--- src/rtl/regfile_wb_sched.sv ---
// regfile_wb_sched: shares the regfile write port between the ALU (A) and a FIFO-buffered
// long-latency unit (B), with a busy-bit scoreboard that stalls decode on RAW/WAW hazards.
module regfile_wb_sched #(
  parameter int FIFO_DEPTH   = 2,
  parameter int STARVE_LIMIT = 4
) (
  input  logic        clk,
  input  logic        reset,
  input  logic        a_valid,
  input  logic [4:0]  a_add,
  input  logic [31:0] a_data,
  output logic        a_ready,
  input  logic        b_valid,
  input  logic [4:0]  b_add,
  input  logic [31:0] b_data,
  output logic        b_ready,
  input  logic        issue_valid,
  input  logic        issue_writes,
  input  logic [4:0]  issue_rd,
  input  logic [4:0]  issue_rs1,
  input  logic [4:0]  issue_rs2,
  output logic        stall,
  output logic        write_enable,
  output logic [4:0]  write_add,
  output logic [31:0] z5_output,
  output logic [31:0] busy
);
  localparam int AW = $clog2(FIFO_DEPTH);
  localparam logic [AW:0] DEPTH = (AW+1)'(FIFO_DEPTH);
  localparam logic [3:0] LIMIT = 4'(STARVE_LIMIT);

  logic [4:0]    fa_q [FIFO_DEPTH];
  logic [4:0]    fa_d [FIFO_DEPTH];
  logic [31:0]   fd_q [FIFO_DEPTH];
  logic [31:0]   fd_d [FIFO_DEPTH];
  logic [AW-1:0] rp_q, rp_d, wp_q, wp_d;
  logic [AW:0]   cnt_q, cnt_d;
  logic [3:0]    starve_q, starve_d;
  logic          we_q, we_d;
  logic [4:0]    wa_q, wa_d;
  logic [31:0]   wd_q, wd_d;
  logic [31:0]   busy_q, busy_d;
  logic          non_empty, force_b, a_win, pop, commit, push;
  logic [4:0]    win_add;
  logic [31:0]   win_data;

  always_comb begin
    non_empty = cnt_q != '0;
    force_b   = non_empty && starve_q >= LIMIT;
    a_win     = a_valid && !force_b;
    pop       = !a_win && non_empty;
    commit    = a_win || pop;
    win_add   = a_win ? a_add : fa_q[rp_q];
    win_data  = a_win ? a_data : fd_q[rp_q];
    a_ready   = a_win;
    b_ready   = cnt_q < DEPTH;
    push      = b_valid && b_ready;
    // Registered busy only: a same-cycle commit does not unblock decode until next cycle.
    stall     = issue_valid && (busy_q[issue_rs1] || busy_q[issue_rs2] || (issue_writes && busy_q[issue_rd]));
    fa_d      = fa_q;
    fd_d      = fd_q;
    if (push) begin
      fa_d[wp_q] = b_add;
      fd_d[wp_q] = b_data;
    end
    wp_d      = push ? wp_q + 1'b1 : wp_q;
    rp_d      = pop ? rp_q + 1'b1 : rp_q;
    cnt_d     = cnt_q + (AW+1)'(push) - (AW+1)'(pop);
    starve_d  = (non_empty && a_win) ? (starve_q == 4'hf ? starve_q : starve_q + 1'b1) : '0;
    we_d      = commit && win_add != 5'd0;
    wa_d      = commit ? win_add : wa_q;
    wd_d      = commit ? win_data : wd_q;
    busy_d    = busy_q;
    if (commit) busy_d[win_add] = 1'b0;
    if (issue_valid && !stall && issue_writes) busy_d[issue_rd] = 1'b1;
    busy_d[0] = 1'b0;
  end

  always_ff @(posedge clk or posedge reset) begin
    if (reset) begin
      fa_q     <= '{default: '0};
      fd_q     <= '{default: '0};
      rp_q     <= '0;
      wp_q     <= '0;
      cnt_q    <= '0;
      starve_q <= '0;
      we_q     <= 1'b0;
      wa_q     <= '0;
      wd_q     <= '0;
      busy_q   <= '0;
    end else begin
      fa_q     <= fa_d;
      fd_q     <= fd_d;
      rp_q     <= rp_d;
      wp_q     <= wp_d;
      cnt_q    <= cnt_d;
      starve_q <= starve_d;
      we_q     <= we_d;
      wa_q     <= wa_d;
      wd_q     <= wd_d;
      busy_q   <= busy_d;
    end
  end

  assign write_enable = we_q;
  assign write_add    = wa_q;
  assign z5_output    = wd_q;
  assign busy         = busy_q;
endmodule

--- config.mk ---
export PLATFORM = sky130hd
export DESIGN_NAME = regfile_wb_sched
export DESIGN_NICKNAME = d
export VERILOG_FILES = /design/src/rtl/regfile_wb_sched.sv
export SDC_FILE = /design/constraint.sdc
export NUM_CORES = 1
export LEC_CHECK = 0
export ABC_AREA = 1
export BUFFER_PORTS_ARGS = -buffer_cell sky130_fd_sc_hd__buf_2
export CORE_ASPECT_RATIO = 0.7
export CORE_MARGIN = 4
export CORE_UTILIZATION = 50
export DETAILED_ROUTE_END_ITERATION = 16
export GPL_ROUTABILITY_DRIVEN = 0
export HOLD_SLACK_MARGIN = 0.1
export PLACE_DENSITY = 0.7
export SLEW_MARGIN = 25
export SYNTH_ARGS = -nofsm -noshare
export SYNTH_HDL_FRONTEND = slang
export SYNTH_SLANG_ARGS = --single-unit
export TNS_END_PERCENT = 30
--- constraint.sdc ---
create_clock -name clk -period 9.5 [get_ports clk]
set_input_delay 1.9 -clock clk [delete_from_list [all_inputs] [get_ports clk]]
set_output_delay 1.9 -clock clk [all_outputs]
set_load 0.01 [all_outputs]
==> out/results.txt, run 1 <==
Clock Skew: 0.01003 ns
H-Tree Depth: 4
# setup viols final: 0
Sink Count: 151
Worst reg2reg path depth: 7
Root buf cell: clkbuf_16
Antenna violations before repair: 2
Relative slew slack: 33.14%
Port Buffers: 166
Worst vdd ir: 0.0001682 V
Critical path data required time: 7.60 ns
Min-delay worst type: reg2reg
Number of warnings issued by yosys: 0
Post-Synth Adder-Cell Area: 0.4876%
Power per cell area: 300.4 nW/um^2
Rows: 37
Final Critical Period: 5.289 ns
Final hold viol count: 0
Net Switching: 1.117 mW
Comb power frac: 35.2%
# fillers: 1408
Area of the multi-input gates: 3274 sq um
Main combinational cell family by area after synthesis: simple AND/OR/NAND/NOR gates
Max Cap Violations: 0
IO Pins: 168
Vias in the first global route: 6754
Die Ht: 111.8 um
Status: finished clean
XOR/XNOR share of the synthesized area: 0.4551%
Critical Path Fanout Max: 21
Initial Utilization: 51.65%
Post-layout util: 61.39%
Worst-path clk slew: 0.06 ns
Worst r2r src: cnt_q[1]
Setup Crit Path Kind: in2out
Detail Route Antenna Nets: 0
Residual DRC: 0
DR iter-0 viols: 750
Post-CTS Resized: 0
Die Wd: 156.3 um
R2R Path End: z5_output[0]
Post-synth cell types: 33
Most common library cell in the layout ignoring fill and taps: nand2_1
Commonest non-fill, non-tap cells in the layout: nand2_1, buf_2, dfrtp_1
WL met1: 10380 um
Max clock buf depth: 2
CP Launch Point: issue_rs1[0]
Achievable frequency: 189.1 MHz
Cts bufs inserted: 17
Die area: 17480 sq um
First-pass GRT wire length: 36020 um
Post-Synthesis Cell Area: 7699 sq um
Final Slew Violations: 0
Final layout net count: 1260
FF+latch count, synth: 151
Synth Area in Compound Gates: 12.53%
Mean post-synth cell area: 7.526 sq um
Mux share of post-synthesis cell area: 0.1300%
DP HPWL: 15500 um
Wirelength, routed: 22650 um
Synthesis-to-finish area growth: 18.87%
Setup bufs post-CTS: 0
R2R Setup Slk: 6.74 ns
Top Metal Used: met5
GRT overflow: 0
Setup TNS: 0 ns
Met2 WL: 9418 um
Drt wl/cell: 16.52 um
Met3 wire len: 2540 um
Global-route usage over all layers: 26.03%
Critical Path Sink: stall
Clk pwr share: 23.9%
Simple-gate portion of the synthesized area: 28.67%
Reg area: 3779 sq um
Sw Ratio: 40.62%
Hold Buf Count CTS: 0
Sequential area share after synthesis: 49.08%
Final period utilization: 55.68%
Internal: 1.632 mW
Pin count of the biggest net entering global routing: 77
DR pass1 iterations: 6
Element type at the critical path end: primary output
Unrepaired setup endpoints after global routing: no
Core ar.: 14910 sq um
Worst Tran Pin Value: 1.002 ns
Via/cell ratio: 5.403
Share of layout cells above drive strength 1: 18.81%
DR vias: 7407
CP Launch Type: primary input
WP data arrival: 3.39 ns
Flop pwr share: 40.9%
Worst skew pair latency: 0.43 ns
TritonCTS clock tree: yes
Leak: 4.768 nW
Gate Count Post-Synth: 1023
[worst max-delay path, stage by stage]
cell and delay (ns):
buf_2 0.29, inv_1 0.26, nand2_1 0.11, nand2_1 0.05
nand2_1 0.05, nand3_1 0.07, nand3_1 0.07, nand3_1 0.06
nand2_1 0.07, nand2_2 0.10, o21ai_0 0.15, inv_1 0.05
buf_2 0.14
[synth_stat cells, drive strengths merged]
master	number	area share, %
a21boi	1	0.15
nand3	90	5.9
xnor2	2	0.23
clkinv	1	0.049
buf	21	2.0
and2	2	0.16
clkbuf	31	1.6
inv	101	5.0
nand2	333	16
ha	3	0.49
o211ai	2	0.19
o311ai	31	3.5
o21ai	130	8.6
nor3	8	0.52
a21oi	1	0.065
mux2i	1	0.13
conb	1	0.049
xor2	2	0.23
dfrtp	151	49
or2	3	0.28
nor2	108	5.5
[area by class of cell]
type                       count  share of cell area, %
inverter                     102                  4.266
clock buffer                  18                  4.799
multi-input combinational    719                  35.78
tap                          195                  2.666
sequential                   151                  41.29
timing repair buffer         171                  9.666
clock inverter                14                  1.504
antenna                        1                0.02734
[worst min-delay path by stage]
stage | depth (start not counted) | to | slack [ns] | startpoint
4_1_cts | 1 | starve_q[0] | 0.43 | starve_q[0]
3_3_place_gp | 1 | starve_q[0] | 0.42 | starve_q[0]
3_5_place_dp | 1 | starve_q[0] | 0.42 | starve_q[0]
5_1_grt | 1 | starve_q[0] | 0.45 | starve_q[0]
6_report | 1 | starve_q[0] | 0.43 | starve_q[0]
2_1_floorplan | 1 | starve_q[0] | 0.41 | starve_q[0]
[logic make-up (layout without fill, tap and decap cells)]
family	Yosys count	in the layout
flops	151	151
other cells	1	3
fa+ha+maj	3	3
simple gates	544	544
mux	1	1
xor+xnor	4	4
compound gates	165	165
buf+inv	154	305
[layer usage]
| layer | vias to the layer above | track usage (%) |
|---|---|---|
| met5 | - | 0 |
| met4 | 2 | 7.399 |
| met3 | 34 | 7.925 |
| met2 | 354 | 35.23 |
| met1 | 3455 | 40.10 |
| li1 | 3562 | - |
[stage by stage]
stage / power, mW / setup slack, ns / area [sq um] / std cells / hold WS (ns)
after floorplan: 1.707 / 3.535 / 7702 / 1024 / 0.4098
after global placement: 2.059 / 4.281 / 8548 / 1337 / 0.4248
after detailed placement: 2.088 / 4.244 / 8568 / 1338 / 0.4244
after CTS: 2.755 / 4.246 / 9145 / 1370 / 0.4327
after global routing: 2.950 / 3.979 / 9151 / 1371 / 0.4502
final: 2.749 / 4.211 / 9151 / 1371 / 0.4303
[registers in the layout, indices dropped and copies added (netlist names)]
register and flops:
fd_q 64, z5_output 32, busy 31, fa_q 10, write_add 5, starve_q 4, cnt_q 2, rp_q 1
wp_q 1, write_enable 1
[power by group through the flow]
stage | Combinational, mW | Sequential [mW] | Clock (mW)
after global placement | 0.943 | 1.12 | 0
after floorplan | 0.593 | 1.11 | 0
final | 0.968 | 1.12 | 0.657
after detailed placement | 0.968 | 1.12 | 0
after CTS | 0.972 | 1.12 | 0.668
after global routing | 1.10 | 1.15 | 0.696
Note: power is estimated with default switching activity, not from simulation.
==> run 2: changes to the inputs <==
==> constraint.sdc (replaced) <==
create_clock -name clk -period 5 [get_ports clk]
set_input_delay 1 -clock clk [delete_from_list [all_inputs] [get_ports clk]]
set_output_delay 1 -clock clk [all_outputs]
set_load 0.01 [all_outputs]
==> out/results.txt, run 2 (synthesis gave the netlist of run 1 again) <==
Status: finished clean
Final period utilization: 69.90%
Setup Crit Path Kind: in2out
DR pass1 iterations: 5
TritonCTS clock tree: yes
Max reg flops: 64
Worst reg2reg path depth: 7
Worst hold stages: 1
First-pass GRT wire length: 35690 um
Die Ht: 111.8 um
Unrepaired setup endpoints after global routing: no
DR iter-0 viols: 833
Hold Slack: 0.4328 ns
Rows: 37
Critical path data required time: 4.00 ns
# setup viols final: 0
Drt wl/cell: 16.08 um
Antenna violations before repair: 1
Core ar.: 14910 sq um
Sw Ratio: 39.44%
Critical Path Fanout Max: 21
Most flop-heavy register: fd_q
Min-delay worst type: reg2reg
Worst vdd ir: 0.0002540 V
Comb power frac: 34.3%
Pin count of the biggest net entering global routing: 152
Power per cell area: 580.6 nW/um^2
Hold path startpoint: starve_q[0]
Commonest non-fill, non-tap cells in the layout: nand2_1, buf_2, dfrtp_1
Worst Tran Pin Value: 0.9366 ns
Global-route usage over all layers: 25.52%
Internal: 3.238 mW
Flop pwr share: 39.7%
Die area: 17480 sq um
Most common library cell in the layout ignoring fill and taps: nand2_1
Sink Count: 151
Final layout net count: 1260
Relative slew slack: 37.49%
CP Launch Type: primary input
Reg area: 3779 sq um
R2R Setup Slk: 2.32 ns
Cell area after layout: 9209 sq um
R2R Path End: z5_output[10]
Worst r2r src: cnt_q[1]
# fillers: 1353
Share of layout cells above drive strength 1: 18.72%
Port Buffers: 166
Cts bufs inserted: 17
Via/cell ratio: 5.318
Synthesis-to-finish area growth: 19.62%
Hold Buf Count CTS: 0
Die Wd: 156.3 um
Initial Utilization: 51.65%
Hold path endpoint: starve_q[0]
Clock Skew: 0.01290 ns
Worst skew pair latency: 0.42 ns
Max clock buf depth: 2
Wirelength, routed: 22030 um
Root buf cell: clkbuf_16
Residual DRC: 0
Element type at the critical path end: primary output
IO Pins: 168
Final hold viol count: 0
Clk pwr share: 26.0%
Area of the multi-input gates: 3274 sq um
Final Slew Violations: 0
WP data arrival: 2.50 ns
Setup TNS: 0 ns
Vias in the first global route: 6842
Achievable frequency: 286.1 MHz
Final Critical Period: 3.495 ns
DR vias: 7286
DP HPWL: 15130 um
Setup bufs post-CTS: 0
GRT overflow: 0
Max Cap Violations: 0
Worst-path clk slew: 0.06 ns
Detail Route Antenna Nets: 0
Antenna diodes: 0
H-Tree Depth: 4
Post-CTS Resized: 0
Leak: 4.805 nW
Total power: 5.347 mW
Net Switching: 2.109 mW
Placed cell count: 1338
Area after DPL: 8567 sq um
Final Non-Filler Cells: 1370
-- run 2: cell types whose count changed in the layout (fill, tap and decap cells not counted), sizes merged --
| cell | change |
|---|---|
| bufinv | +3 |
| clkinv | +2 |
| clkinvlp | -3 |
| diode | -1 |
| inv | -2 |
-- run 2: area by class of cell --
class,count,share of cell area (%)
Clock inverter,14,2.310
Inverter,102,4.226
Tap cell,195,2.649
Multi-Input combinational cell,719,35.56
Clock buffer,18,4.660
Timing Repair Buffer,171,9.565
Sequential cell,151,41.03
-- run 2: worst max-delay path by stage --
stage | slack [ns] | endpoint | cells after the start | startpoint
finish | 1.50 | stall | 13 | issue_rs1[0]
global placement | 1.60 | stall | 13 | issue_rs1[0]
detailed placement | 1.54 | stall | 13 | issue_rs1[0]
floorplan | 1.99 | stall | 11 | issue_rd[0]
global route | 1.24 | stall | 13 | issue_rs1[0]
CTS | 1.54 | stall | 13 | issue_rs1[0]
-- run 2: critical path: stages --
cell and delay [ns]:
buf_2 0.29, inv_1 0.26, nand2_1 0.11, nand2_1 0.05, nand2_1 0.05, nand3_1 0.08, nand3_1 0.07, nand3_1 0.06
nand2_1 0.07, nand2_2 0.10, o21ai_0 0.15, inv_1 0.05, buf_2 0.14
-- run 2: power by group through the flow --
stage	sequential [mW]	clock, mW	combinational (mW)
final	2.12	1.39	1.83
after global routing	2.18	1.46	2.09
after CTS	2.11	1.41	1.84
after detailed placement	2.12	0	1.83
after global placement	2.12	0	1.79
after floorplan	2.12	0	1.13
-- run 2: layer usage --
| layer | track usage (%) | up-vias | share of wire (%) |
|---|---|---|---|
| li1 | - | 3557 | - |
| met1 | 39.47 | 3363 | 47 |
| met2 | 34.97 | 317 | 42 |
| met3 | 6.371 | 47 | 9.4 |
| met4 | 8.092 | 2 | 1.9 |
| met5 | 0 | - | 0.059 |
-- run 2: per-stage QoR --
stage                     setup WS [ns]  utilization (%)
after floorplan                   1.992                -
after global placement            1.602            57.47
after detailed placement          1.545            57.47
after CTS                         1.543            61.78
after global routing              1.236            61.78
final                             1.505            61.78
==> run 3: changes to the inputs <==
--- a/config.mk
+++ b/config.mk
@@ -5,7 +5,7 @@
 export SDC_FILE = /design/constraint.sdc
 export NUM_CORES = 1
 export LEC_CHECK = 0
-export ABC_AREA = 1
+export ABC_AREA = 0
 export BUFFER_PORTS_ARGS = -buffer_cell sky130_fd_sc_hd__buf_2
 export CORE_ASPECT_RATIO = 0.7
 export CORE_MARGIN = 4
==> constraint.sdc (replaced) <==
create_clock -name clk -period 3.35 [get_ports clk]
set_input_delay 0.67 -clock clk [delete_from_list [all_inputs] [get_ports clk]]
set_output_delay 0.67 -clock clk [all_outputs]
set_load 0.01 [all_outputs]
==> out/results.txt, run 3 <==
Achievable frequency: 306.0 MHz
Leak: 4.298 nW
Cts bufs inserted: 17
Post-synth cell types: 60
Worst-path clk slew: 0.07 ns
Max reg flops: 64
Share of layout cells above drive strength 1: 36.67%
Hold Slack: 0.4405 ns
FF+latch count, synth: 151
XOR/XNOR share of the synthesized area: 0.4580%
Number of warnings issued by yosys: 0
Setup Crit Path Kind: reg2out
Most frequent cell after synthesis: dfrtp_1
CP Launch Type: register
Element type at the critical path end: primary output
Detail Route Antenna Nets: 0
Mean post-synth cell area: 11.97 sq um
Max Cap Violations: 0
Area contributors post-synth: dfrtp_1, mux2_2, mux2i_1, mux2_1, o21ai_0
Unrepaired setup endpoints after global routing: no
Vias in the first global route: 6374
Gate Count Post-Synth: 639
Die Ht: 111.5 um
Area leader, netlist: dfrtp_1
Relative slew slack: 40.68%
Final hold viol count: 0
Post-Synth Adder-Cell Area: 0.4907%
Commonest non-fill, non-tap cells in the layout: buf_2, dfrtp_1, o21ai_0
Commonest cells in the netlist: dfrtp_1, o21ai_0, mux2i_1
Hold Buf Count CTS: 0
Power per cell area: 948.4 nW/um^2
Clock Skew: 0.01093 ns
Final period utilization: 97.55%
Main combinational cell family by area after synthesis: multiplexers
Worst Tran Pin Value: 0.8879 ns
IO Pins: 168
Max clock buf depth: 2
Final layout net count: 903
Worst reg2reg path depth: 6
WP data arrival: 2.60 ns
TritonCTS clock tree: yes
# setup viols final: 0
DR iter-0 viols: 647
H-Tree Depth: 4
GRT overflow: 0
Post-CTS Resized: 0
Setup TNS: 0 ns
Worst skew pair latency: 0.42 ns
Drt wl/cell: 20.85 um
Top_reg_cell synth: dfrtp_1
Most common library cell in the layout ignoring fill and taps: buf_2
Setup bufs post-CTS: 0
DR pass1 iterations: 5
Most flop-heavy register: fd_q
Final Critical Period: 3.268 ns
Synthesis-to-finish area growth: 22.60%
Min-delay worst type: in2async
Die area: 17370 sq um
Antenna violations before repair: 3
Wirelength, routed: 21140 um
Via/cell ratio: 6.092
Rows: 37
Residual DRC: 0
Post-Synthesis Cell Area: 7650 sq um
Critical Path Fanout Max: 5
Post-synth top area share: 49.39%
Die Wd: 155.8 um
Initial Utilization: 51.48%
Worst vdd ir: 0.0005371 V
Root buf cell: clkbuf_16
Global-route usage over all layers: 24.87%
Sink Count: 151
Sequential area share after synthesis: 49.39%
Synth Area in Compound Gates: 16.26%
Simple-gate portion of the synthesized area: 7.131%
Status: finished clean
Core ar.: 14860 sq um
Final Slew Violations: 0
Pin count of the biggest net entering global routing: 41
Port Buffers: 166
DP HPWL: 15490 um
First-pass GRT wire length: 34390 um
Mux share of post-synthesis cell area: 23.16%
DR vias: 6177
Synth async-reset ratio: 100.0%
Number of synthesized flops with an enable pin: 0
Critical path data required time: 2.68 ns
## run 3: per-stage QoR
step | area, sq um | util, % | cells | power [mW] | worst slack (ns)
after global routing | 9379 | 63.11 | 1014 | 9.451 | 0.02118
after floorplan | 7657 | - | 640 | 5.546 | 0.2251
final | 9379 | 63.11 | 1014 | 8.895 | 0.08201
after global placement | 8763 | 58.97 | 981 | 6.709 | 0.2023
after CTS | 9376 | 63.10 | 1013 | 8.898 | 0.1157
after detailed placement | 8763 | 58.97 | 981 | 6.899 | 0.1488
## run 3: critical path, stage by stage, from the launching register on
cell and delay [ns]:
dfrtp_1 0.45, mux4_2 0.50, mux2_2 0.29, a221oi_2 0.28, o2111ai_2 0.19, o31a_1 0.33, buf_2 0.14
## run 3: layer usage
layer / wire length (um) / up-vias / track usage (%)
li1: - / 2769 / -
met1: 8734 / 3061 / 33.69
met2: 9821 / 300 / 37.93
met3: 2217 / 43 / 8.780
met4: 346 / 4 / 7.464
met5: 21 / - / 0
## run 3: cell type report
type | instances | area, sq um
Sequential cell | 151 | 3780
Inverter | 14 | 56.30
Tap cell | 195 | 244.0
Clock buffer | 19 | 442.9
Antenna cell | 1 | 2.502
Clock inverter | 13 | 170.2
Fill cell | 1162 | 5482
Timing Repair Buffer | 188 | 1021
Multi-Input combinational cell | 433 | 3662
## run 3: where the power goes
group	switching [mW]	internal, mW
clock	0.759	1.20
sequential	0.832	2.72
combinational	1.76	1.61
## run 3: kinds of logic after synthesis
logic type	after synthesis
other	1
DFF	151
xor gates and xnor gates	4
and+or+nand+nor	97
muxes	148
adders and majority gates	3
AOI/OAI and AO/OA	179
buffers and inverters	56
## run 3: path summary, 6_finish.rpt
| check | end | start | slack, ns |
|---|---|---|---|
| min reg2reg | starve_q[0] | starve_q[0] | 0.44 |
| max reg2reg | busy[13] | busy[27] | 0.79 |
| min in group clk | starve_q[0] | starve_q[0] | 0.44 |
| min | fd_q[17] | reset | 0.44 |
| max | stall | busy[22] | 0.08 |
| max in group asynchronous | write_add[4] | reset | 2.13 |
